**config.mk**
```make
export PLATFORM = sky130hd
export DESIGN_NAME = mem_port_arbiter_flat
export DESIGN_NICKNAME = d
export VERILOG_FILES = /design/src/rtl/mem_port_arbiter_pkg.sv /design/src/rtl/mem_port_arbiter_if.sv /design/src/rtl/mem_port_arbiter_rr_pick2.sv /design/src/rtl/mem_port_arbiter.sv /design/src/flat_wrapper.sv
export SDC_FILE = /design/constraint.sdc
export NUM_CORES = 1
export LEC_CHECK = 0
export BUFFER_PORTS_ARGS = -buffer_cell sky130_fd_sc_hd__buf_2
export CAP_MARGIN = 5
export CORE_AREA = 2 2 127 129
export CTS_BUF_LIST = sky130_fd_sc_hd__clkbuf_8
export DETAILED_ROUTE_END_ITERATION = 6
export DIE_AREA = 0 0 129 131
export PLACE_DENSITY = 0.73
export SLEW_MARGIN = 20
export SYNTH_ARGS = -nofsm -noshare
export SYNTH_HDL_FRONTEND = slang
export SYNTH_SLANG_ARGS = --single-unit
```
**constraint.sdc**
```tcl
create_clock -name clk -period 1.75 [get_ports clk]
set_input_delay 0.2625 -clock clk [delete_from_list [all_inputs] [get_ports clk]]
set_output_delay 0.2625 -clock clk [all_outputs]
set_load 0.03 [all_outputs]
```
**src/rtl/mem_port_arbiter_pkg.sv**
```systemverilog
// mem_port_arbiter_pkg: shared types and constants for the data-port arbiter
package mem_port_arbiter_pkg;
  localparam int ARB_NREQ = 2;
  localparam int ARB_AW = 32;
  localparam int ARB_DW = 32;
  typedef enum logic [1:0] {IDLE, ISSUE, RESP} arb_state_t;
  typedef struct packed {
    logic we;
    logic [3:0] be;
    logic [ARB_AW-1:0] addr;
    logic [ARB_DW-1:0] wdata;
    logic [2:0] storecntrl;
  } mem_cmd_t;
endpackage

```
**src/rtl/mem_port_arbiter_if.sv**
```systemverilog
// mem_port_arbiter_if: requester handshakes plus the memory-controller data port
interface mem_port_arbiter_if #(parameter int AW = 32, parameter int DW = 32);
  logic req0_valid;
  logic req0_we;
  logic [3:0] req0_be;
  logic [AW-1:0] req0_addr;
  logic [DW-1:0] req0_wdata;
  logic [2:0] req0_storecntrl;
  logic req0_ack;
  logic req0_err;
  logic [DW-1:0] req0_rdata;
  logic req1_valid;
  logic req1_we;
  logic [3:0] req1_be;
  logic [AW-1:0] req1_addr;
  logic [DW-1:0] req1_wdata;
  logic [2:0] req1_storecntrl;
  logic req1_ack;
  logic req1_err;
  logic [DW-1:0] req1_rdata;
  logic [3:0] mem_en;
  logic mem_wea;
  logic mem_rea;
  logic [AW-1:0] mem_addr;
  logic [DW-1:0] mem_din;
  logic [2:0] storecntrl;
  logic [DW-1:0] mem_dout;
  logic mem_hold;
  logic owner;
  modport master (
    output req0_valid, req0_we, req0_be, req0_addr, req0_wdata, req0_storecntrl,
    input  req0_ack, req0_err, req0_rdata,
    output req1_valid, req1_we, req1_be, req1_addr, req1_wdata, req1_storecntrl,
    input  req1_ack, req1_err, req1_rdata,
    input  mem_en, mem_wea, mem_rea, mem_addr, mem_din, storecntrl, owner,
    output mem_dout, mem_hold
  );
  modport slave (
    input  req0_valid, req0_we, req0_be, req0_addr, req0_wdata, req0_storecntrl,
    output req0_ack, req0_err, req0_rdata,
    input  req1_valid, req1_we, req1_be, req1_addr, req1_wdata, req1_storecntrl,
    output req1_ack, req1_err, req1_rdata,
    output mem_en, mem_wea, mem_rea, mem_addr, mem_din, storecntrl, owner,
    input  mem_dout, mem_hold
  );
endinterface

```
**src/rtl/mem_port_arbiter_rr_pick2.sv**
```systemverilog
// rr_pick2: combinational two-way round-robin chooser
module rr_pick2
  import mem_port_arbiter_pkg::*;
(
  input  logic [ARB_NREQ-1:0] valid,
  input  logic last_grant,
  output logic grant_idx,
  output logic any
);
  // on a tie the requester that did not win last time goes next
  always_comb begin
    grant_idx = &valid ? ~last_grant : valid[1];
    any = |valid;
  end
endmodule

```
**src/rtl/mem_port_arbiter.sv**
```systemverilog
// mem_port_arbiter: round-robin sharing of the memory data port between two requesters
module mem_port_arbiter
  import mem_port_arbiter_pkg::*;
#(
  parameter int AW = 32,
  parameter int DW = 32,
  parameter int HOLD_TIMEOUT = 255
) (
  input logic clk,
  input logic rst_n,
  mem_port_arbiter_if.slave bus
);
  localparam int CW = $clog2(HOLD_TIMEOUT + 1);
  localparam logic [CW-1:0] HOLD_LAST = CW'(HOLD_TIMEOUT - 1);
  localparam logic [CW-1:0] HOLD_MAX = CW'(HOLD_TIMEOUT);
  arb_state_t state, nxt;
  mem_cmd_t cmd;
  logic [CW-1:0] hold_cnt;
  logic abort;
  logic last_grant;
  logic owner_q;
  logic pick;
  logic pick_any;
  logic hold_expire;
  rr_pick2 u_pick (
    .valid({bus.req1_valid, bus.req0_valid}),
    .last_grant(last_grant),
    .grant_idx(pick),
    .any(pick_any)
  );
  assign hold_expire = bus.mem_hold && hold_cnt == HOLD_LAST;
  // state register
  always_ff @(posedge clk or negedge rst_n)
    if (!rst_n) state <= IDLE;
    else state <= nxt;
  // next state: grant from IDLE, leave ISSUE on acceptance or hold timeout, RESP lasts one cycle
  always_comb
    nxt = state == IDLE ? (pick_any ? ISSUE : IDLE)
        : state == ISSUE ? ((!bus.mem_hold || hold_expire) ? RESP : ISSUE)
        : IDLE;
  // command latch, grant history, hold counter and abort flag
  always_ff @(posedge clk or negedge rst_n)
    if (!rst_n) begin
      cmd <= '0;
      owner_q <= 1'b0;
      last_grant <= 1'b1;
      hold_cnt <= '0;
      abort <= 1'b0;
    end else if (state == IDLE && pick_any) begin
      cmd <= pick ? '{we: bus.req1_we, be: bus.req1_be, addr: ARB_AW'(bus.req1_addr),
                      wdata: ARB_DW'(bus.req1_wdata), storecntrl: bus.req1_storecntrl}
                  : '{we: bus.req0_we, be: bus.req0_be, addr: ARB_AW'(bus.req0_addr),
                      wdata: ARB_DW'(bus.req0_wdata), storecntrl: bus.req0_storecntrl};
      owner_q <= pick;
      last_grant <= pick;
    end else if (state == ISSUE && bus.mem_hold) begin
      hold_cnt <= hold_cnt == HOLD_MAX ? hold_cnt : hold_cnt + CW'(1);
      abort <= hold_expire;
    end else if (state == RESP) begin
      hold_cnt <= '0;
      abort <= 1'b0;
    end
  // outputs decoded from registered state; only the owner sees ack/err/rdata
  always_comb begin
    bus.mem_en = state == ISSUE ? cmd.be : 4'h0;
    bus.mem_wea = state == ISSUE && cmd.we;
    bus.mem_rea = state == ISSUE && !cmd.we;
    bus.mem_addr = cmd.addr[AW-1:0];
    bus.mem_din = cmd.wdata[DW-1:0];
    bus.storecntrl = cmd.storecntrl;
    bus.owner = owner_q;
    bus.req0_ack = state == RESP && !owner_q;
    bus.req1_ack = state == RESP && owner_q;
    bus.req0_err = bus.req0_ack && abort;
    bus.req1_err = bus.req1_ack && abort;
    bus.req0_rdata = bus.req0_ack && !abort ? bus.mem_dout : '0;
    bus.req1_rdata = bus.req1_ack && !abort ? bus.mem_dout : '0;
  end
endmodule

```
**src/flat_wrapper.sv**
```systemverilog
// flat-port wrapper written by rule: the top's interface ports become plain ports
module mem_port_arbiter_flat import mem_port_arbiter_pkg::*;
#(
  parameter int AW = 32,
  parameter int DW = 32,
  parameter int HOLD_TIMEOUT = 255
)
  (clk, rst_n, bus_req0_valid, bus_req0_we, bus_req0_be, bus_req0_addr, bus_req0_wdata, bus_req0_storecntrl, bus_req0_ack, bus_req0_err, bus_req0_rdata, bus_req1_valid, bus_req1_we, bus_req1_be, bus_req1_addr, bus_req1_wdata, bus_req1_storecntrl, bus_req1_ack, bus_req1_err, bus_req1_rdata, bus_mem_en, bus_mem_wea, bus_mem_rea, bus_mem_addr, bus_mem_din, bus_storecntrl, bus_owner, bus_mem_dout, bus_mem_hold);
  mem_port_arbiter_if #(.AW(AW), .DW(DW)) bus_i ();
  input logic clk;
  input logic rst_n;
  input wire logic [$bits(bus_i.req0_valid)-1:0] bus_req0_valid;
  input wire logic [$bits(bus_i.req0_we)-1:0] bus_req0_we;
  input wire logic [$bits(bus_i.req0_be)-1:0] bus_req0_be;
  input wire logic [$bits(bus_i.req0_addr)-1:0] bus_req0_addr;
  input wire logic [$bits(bus_i.req0_wdata)-1:0] bus_req0_wdata;
  input wire logic [$bits(bus_i.req0_storecntrl)-1:0] bus_req0_storecntrl;
  output wire logic [$bits(bus_i.req0_ack)-1:0] bus_req0_ack;
  output wire logic [$bits(bus_i.req0_err)-1:0] bus_req0_err;
  output wire logic [$bits(bus_i.req0_rdata)-1:0] bus_req0_rdata;
  input wire logic [$bits(bus_i.req1_valid)-1:0] bus_req1_valid;
  input wire logic [$bits(bus_i.req1_we)-1:0] bus_req1_we;
  input wire logic [$bits(bus_i.req1_be)-1:0] bus_req1_be;
  input wire logic [$bits(bus_i.req1_addr)-1:0] bus_req1_addr;
  input wire logic [$bits(bus_i.req1_wdata)-1:0] bus_req1_wdata;
  input wire logic [$bits(bus_i.req1_storecntrl)-1:0] bus_req1_storecntrl;
  output wire logic [$bits(bus_i.req1_ack)-1:0] bus_req1_ack;
  output wire logic [$bits(bus_i.req1_err)-1:0] bus_req1_err;
  output wire logic [$bits(bus_i.req1_rdata)-1:0] bus_req1_rdata;
  output wire logic [$bits(bus_i.mem_en)-1:0] bus_mem_en;
  output wire logic [$bits(bus_i.mem_wea)-1:0] bus_mem_wea;
  output wire logic [$bits(bus_i.mem_rea)-1:0] bus_mem_rea;
  output wire logic [$bits(bus_i.mem_addr)-1:0] bus_mem_addr;
  output wire logic [$bits(bus_i.mem_din)-1:0] bus_mem_din;
  output wire logic [$bits(bus_i.storecntrl)-1:0] bus_storecntrl;
  output wire logic [$bits(bus_i.owner)-1:0] bus_owner;
  input wire logic [$bits(bus_i.mem_dout)-1:0] bus_mem_dout;
  input wire logic [$bits(bus_i.mem_hold)-1:0] bus_mem_hold;
  assign bus_i.req0_valid = bus_req0_valid;
  assign bus_i.req0_we = bus_req0_we;
  assign bus_i.req0_be = bus_req0_be;
  assign bus_i.req0_addr = bus_req0_addr;
  assign bus_i.req0_wdata = bus_req0_wdata;
  assign bus_i.req0_storecntrl = bus_req0_storecntrl;
  assign bus_req0_ack = bus_i.req0_ack;
  assign bus_req0_err = bus_i.req0_err;
  assign bus_req0_rdata = bus_i.req0_rdata;
  assign bus_i.req1_valid = bus_req1_valid;
  assign bus_i.req1_we = bus_req1_we;
  assign bus_i.req1_be = bus_req1_be;
  assign bus_i.req1_addr = bus_req1_addr;
  assign bus_i.req1_wdata = bus_req1_wdata;
  assign bus_i.req1_storecntrl = bus_req1_storecntrl;
  assign bus_req1_ack = bus_i.req1_ack;
  assign bus_req1_err = bus_i.req1_err;
  assign bus_req1_rdata = bus_i.req1_rdata;
  assign bus_mem_en = bus_i.mem_en;
  assign bus_mem_wea = bus_i.mem_wea;
  assign bus_mem_rea = bus_i.mem_rea;
  assign bus_mem_addr = bus_i.mem_addr;
  assign bus_mem_din = bus_i.mem_din;
  assign bus_storecntrl = bus_i.storecntrl;
  assign bus_owner = bus_i.owner;
  assign bus_i.mem_dout = bus_mem_dout;
  assign bus_i.mem_hold = bus_mem_hold;
  mem_port_arbiter #(.AW(AW), .DW(DW), .HOLD_TIMEOUT(HOLD_TIMEOUT)) u_core (.clk(clk), .rst_n(rst_n), .bus(bus_i));
endmodule
```
==> results_dict.tcl, run 1 <==
set metrics [dict create \
    status "finished with violations" \
    violations "setup timing" \
    syn_area_sq_mm 0.004981 \
    syn_to_final_growth_pct 47.15 \
    clk_pin_slew_ns 0.08 \
    async_flop_share 1.000 \
    stdcell_count 1013 \
    hold_path.class "primary input to flip-flop" \
    initial_utilization 0.3193 \
    dieArea_sq_mm 0.01690 \
    fp.dieW_microns 129 \
    ys_top_cells_by_area "dfrtp_1, mux2i_1, buf_4" \
    diodes 0 \
    grt_pass1_vias 4106 \
    numCtsBuffers 9 \
    min_period_over_period 1.129 \
    fin_ws_ns -0.2259 \
    ys_seq_elements 85 \
    power.leakage_nw 3.607 \
    rows 46 \
    place_inst 986 \
    dp_hpwl_mm 12.45 \
    hold_end "u_core.state[1]" \
    cts_tree "yes" \
    worst_r2r_endpoint "u_core.bus.mem_din[11]" \
    synthesis.nets 716 \
    power.ir.vdd_worst_mv 0.9530 \
    setup_viol 65 \
    drtIter0Drc 199 \
    rrSetupSlack_ns 0.15 \
    maxCapViolCount 0 \
    fin_skew_ns 0.01328 \
    synth_top_area_cell "dfrtp_1" \
    hold_viol 0 \
    start_kind "flip-flop" \
    whs_path_depth 2 \
    num_vias 4609 \
    cts.sinks 85 \
    cts-root-buf "clkbuf_8" \
    end_kind "primary output" \
    fin_util 0.4699 \
    rr_startpoint "u_core.state[0]" \
    holdCritStartpoint "bus_mem_hold" \
    grt_antenna_before_repair 0 \
    io_buffer_count 322 \
    final_layout_size_suffix_gt1_frac 0.5257 \
    maxSlewViolCount 0 \
    dr.pass1.iters 7 \
    cts_buffer_depth 2 \
    wl_per_cell_microns 16.23 \
    synth_commonest_cells "dfrtp_1, a21oi_1, nor2_1" \
    syn_inst 533 \
    overflow 0 \
    avgSynthCellArea_sq_um 9.345 \
    nets 975 \
    yosys_warnings 0 \
    cp.required_ns 1.49 \
    worstMarginPinSlew_ns 0.3879 \
    synth_most_common_cell "dfrtp_1" \
    drc 0 \
    wl_mm 16.44 \
    worstSetupPathType "flip-flop to primary output" \
    relSlewSlack 0.7414 \
    grt_max_degree 89 \
    cts_max_level 3 \
    ios 323 \
    ys_types 35 \
    crit_start "u_core.bus.owner" \
    gp_congestion 0.8765 \
    grt_pass1_wl_mm 22.66 \
    worstSkewPairLatency_ns 0.38 \
    detail-route-antenna-nets 0 \
    synth_edf_count 0 \
    synth_ff_type "dfrtp_1" \
    track_usage 0.1827 \
    grt_setup_unrepaired "yes" \
    fmax_mhz 506.1 \
    power.density_mw_per_mm2 1548 \
    viasPerCell 4.550 \
    seq_area_frac_synth 0.4273 \
    critPathMaxFanout 7 \
    min_period_ns 1.976 \
    die_h_microns 131 \
    synth_top_area_share 0.4220 \
    reg2reg_depth 6 \
    critPathArrivalTime_ns 1.71 \
    coreArea_sq_mm 0.01560 \
]
worst max path at each step:
stage                               to  slack (ns)  cells past startpoint
floorplan                 bus_req0_err        -0.1                      4
global placement     bus_req1_rdata[7]        0.15                      5
detailed placement  u_core.hold_cnt[4]        0.08                      5
CTS                 bus_req1_rdata[28]       -0.19                      6
global route        bus_req1_rdata[18]       -0.27                      5
finish               bus_req1_rdata[2]       -0.23                      6
routing by layer:
metal	track usage	up-vias	share of wire
met5	0	-	0
met2	0.3084	245	0.50
li1	-	2232	-
met1	0.1867	2087	0.35
met3	0.05090	45	0.083
met4	0.1611	0	0.067
power by group:
group / internal, W / switching [W]
clock network: 0.000753 / 0.000778
logic: 0.00231 / 0.00410
registers: 0.00287 / 0.000536
total: 0.00594 / 0.00541
per-stage QoR:
stage | cell area [sq um] | hold WS (ns) | total power, W | TNS, ns | worst slack [ns]
after floorplan | 5019 | -0.03309 | 0.008501 | -0.1986 | -0.09929
after global placement | 6462 | 0.1504 | 0.009222 | 0 | 0.1518
after detailed placement | 6462 | 0.1560 | 0.009339 | 0 | 0.07530
after CTS | 7052 | 0.06613 | 0.01125 | -10.46 | -0.1855
after global routing | 7330 | 0.08465 | 0.01208 | -13.49 | -0.2667
final | 7330 | 0.1069 | 0.01135 | -9.328 | -0.2259
area by class of cell:
cell class	count	area, sq um
clock buffers	11	151.4
repair buffers	350	2394
inverters	3	11.26
well taps	216	270.3
clock inverters	5	65.06
fillers	1433	8268
multi-input cells	343	2307
flip-flops and latches	85	2131
flip-flops by register name, indices dropped and copies added, names as in the netlist:
| signal | count |
|---|---|
| u_core.bus.storecntrl | 3 |
| u_core.abort | 1 |
| u_core.cmd | 5 |
| u_core.bus.owner | 1 |
| u_core.last_grant | 1 |
| u_core.hold_cnt | 8 |
| u_core.state | 2 |
| u_core.bus.mem_din | 32 |
| u_core.bus.mem_addr | 32 |
cells by family (layout without fill, tap and decap cells):
family	after synthesis	count (layout)	synth area share
buffers and inverters	105	369	0.1422
AO/OA/AOI/OAI	94	94	0.1042
flip-flops	85	85	0.4273
adder cells (fa/ha/maj)	2	2	0.005023
AND/OR/NAND/NOR	174	174	0.1746
multiplexers	73	73	0.1467
worst max-delay path: stages (launching register included):
cell	delay, ns
dfrtp_2	0.44
inv_2	0.07
nor3_4	0.26
buf_6	0.16
buf_6	0.13
and2_4	0.15
buf_6	0.13
timing repair:
item / in CTS / in global routing
buffers inserted: 4 / 3
resized for setup: 108 / 120
hold buffers: 1 / 0
hold endpoints to repair: 16 / 0
setup endpoints to repair: 68 / 116
cloned: 3 / 0
pin swaps: 15 / 9
cell usage in the layout (no fill, tap or decap), types with 2 or more instances in the layout:
cell type  count
ha_1           2
a21oi_1       77
nor3_4         2
nand3_1        9
buf_4         13
dfrtp_2        2
nor2_1        74
clkinv_4       2
nand2_1        7
inv_1          2
o21ai_0        5
and2_1        33
mux2i_1       73
buf_12         8
inv_6          2
and2_4        34
buf_6         77
buf_2        250
clkbuf_8      11
a31oi_1        2
and2_2         4
dfrtp_1       82
(Power assumes the default switching activity.)
==> run 2: changes to the inputs <==
Settings changed: BUFFER_PORTS_ARGS -buffer_cell sky130_fd_sc_hd__buf_2 to default, CORE_AREA 2 2 127 129 to 2 2 126 128, DIE_AREA 0 0 129 131 to 0 0 128 130, DONT_BUFFER_PORTS from default to 1, PLACE_DENSITY 0.73 to 0.55.
==> run 2 against run 1 <==
The flow finishes with violations (hold timing, setup timing). Sequential power is 49% higher. Die area is 1.5% lower. Clock-buffer cell count is 2 lower. Cell count is 30% lower. Critical path type unchanged. Critical endpoint is now bus_req1_rdata[0].
==> results_dict.tcl, run 2 (synthesis gave the netlist of run 1 again) <==
set metrics [dict create \
    maxCapViolCount 0 \
    fin_tns_setup_ns -6.951 \
    critPathArrivalTime_ns 1.66 \
    end_kind "primary output" \
    wl_per_cell_microns 19.72 \
    rows 46 \
    critPathMaxFanout 6 \
    syn_to_final_growth_pct 18.36 \
    wl_mm 13.90 \
    grt_antenna_before_repair 0 \
    min_period_ns 1.927 \
    detail-route-antenna-nets 0 \
    numCtsBuffers 9 \
    dr.pass1.iters 4 \
    worstSkewPairLatency_ns 0.37 \
    layout_common_cells "dfrtp_1, a21oi_1, nor2_1, mux2i_1, and2_4" \
    cts_max_level 3 \
    grt_setup_unrepaired "yes" \
    slowest_delay_ns 0.37 \
    drc 0 \
    grt_max_degree 86 \
    hold_viol 85 \
    start_kind "flip-flop" \
    cts.sinks 85 \
    status "finished with violations" \
    setup_viol 65 \
    drtIter0Drc 137 \
    grt_pass1_wl_mm 18.43 \
    power.leakage_nw 2.515 \
    power.ir.vdd_worst_mv 0.8033 \
    postCtsHoldBufs 2 \
    clk_pin_slew_ns 0.09 \
    cts_buffer_depth 2 \
    diodes 0 \
    track_usage 0.1474 \
    maxSlewViolCount 0 \
    coreArea_sq_mm 0.01542 \
    place_inst 672 \
    worstMarginPinSlew_ns 0.4012 \
    layout_commonest_cell "dfrtp_1" \
    grt_pass1_vias 3400 \
    violations "hold timing, setup timing" \
    worstSetupPathType "flip-flop to primary output" \
    min_period_over_period 1.101 \
    dp_hpwl_mm 9.931 \
    fin_ws_ns -0.1769 \
    initial_utilization 0.3229 \
    power.density_mw_per_mm2 1776 \
    cp.required_ns 1.49 \
    place_area_sq_mm 0.005209 \
    final_layout_size_suffix_gt1_frac 0.3177 \
    ios 323 \
    hold_ws_ns -0.4263 \
    viasPerCell 5.139 \
    crit_chain "inv_1 > nor3_4 > buf_6 > and2_1 > buf_12" \
    slowest_stage "dfrtp_1" \
    stdcell_count 705 \
    rrSetupSlack_ns 0.08 \
    nets 691 \
    stdcell_area_sq_mm 0.005896 \
    hold_path.class "primary input to async pin" \
    cts-root-buf "clkbuf_8" \
    die_h_microns 130 \
    dieArea_sq_mm 0.01664 \
    fp.dieW_microns 128 \
    io_buffer_count 0 \
    cts_tree "yes" \
    num_vias 3623 \
    gp_congestion 0.7914 \
    fmax_mhz 519.0 \
    relSlewSlack 0.7325 \
    overflow 0 \
    fin_skew_ns 0.01414 \
]
run 2: cell count changes in the layout (fill, tap and decap cells not counted), sizes merged:
cell	delta
inv	+1
o21ai	+1
bufinv	+1
clkinvlp	+1
dlygate4sd3	+1
clkbuf	-1
clkinv	-1
buf	-287
run 2: worst paths after layout:
path / startpoint / endpoint / depth (start not counted)
setup / recovery: u_core.bus.owner / bus_req1_rdata[0] / 5
hold / removal: rst_n / u_core.bus.mem_din[1] / 0
setup reg to reg: u_core.state[0] / u_core.bus.mem_addr[20] / 7
hold reg to reg: u_core.hold_cnt[7] / u_core.hold_cnt[7] / 1
max in group asynchronous: rst_n / u_core.last_grant / 0
min in group clk: bus_req1_valid / u_core.last_grant / 2
run 2: cell type report:
type	count	area, sq um
sequential	85	2131
fill	1506	9529
multi-input combinational	344	2397
timing repair buffer	65	894.6
tap	192	240.2
clock inverter	7	97.59
clock buffer	9	123.9
inverter	3	11.26
run 2: metrics by stage:
step	utilization	power [W]	setup slack (ns)
after global routing	0.3822	0.01111	-0.2752
final	0.3822	0.01047	-0.1769
after floorplan	-	0.008501	-0.09929
after CTS	0.3700	0.01022	-0.2120
after detailed placement	0.3377	0.008352	0.09343
after global placement	0.3377	0.008214	0.1758
run 2: worst max-delay path: cells and delay by family (launching register included):
| kind | cells | cell delay, ns |
|---|---|---|
| AND/OR/NAND/NOR | 2 | 0.50 |
| buffers and inverters | 3 | 0.43 |
| flip-flops | 1 | 0.37 |
run 2: per-layer routing:
metal	GRT usage	wire length, microns	vias up
met5	0	0	-
met4	0.08856	363	0
met3	0.04100	1104	17
met2	0.2683	7441	226
met1	0.1515	4992	1716
li1	-	-	1664
run 2: report_power, final:
group	switching [W]	leakage (nW)	internal [W]
sequential	0.00224	0.958	0.00285
combinational	0.00215	1.45	0.00167
clock	0.000756	0.112	0.000811
total	0.00514	2.51	0.00533
run 2: what timing repair did:
item / CTS / global route
buffers inserted: 5 / 6
gates cloned: 1 / 5
pin swaps: 3 / 17
resized for setup: 79 / 36
endpoints found under the hold margin: 87 / 85
endpoints found under the setup margin: 71 / 95
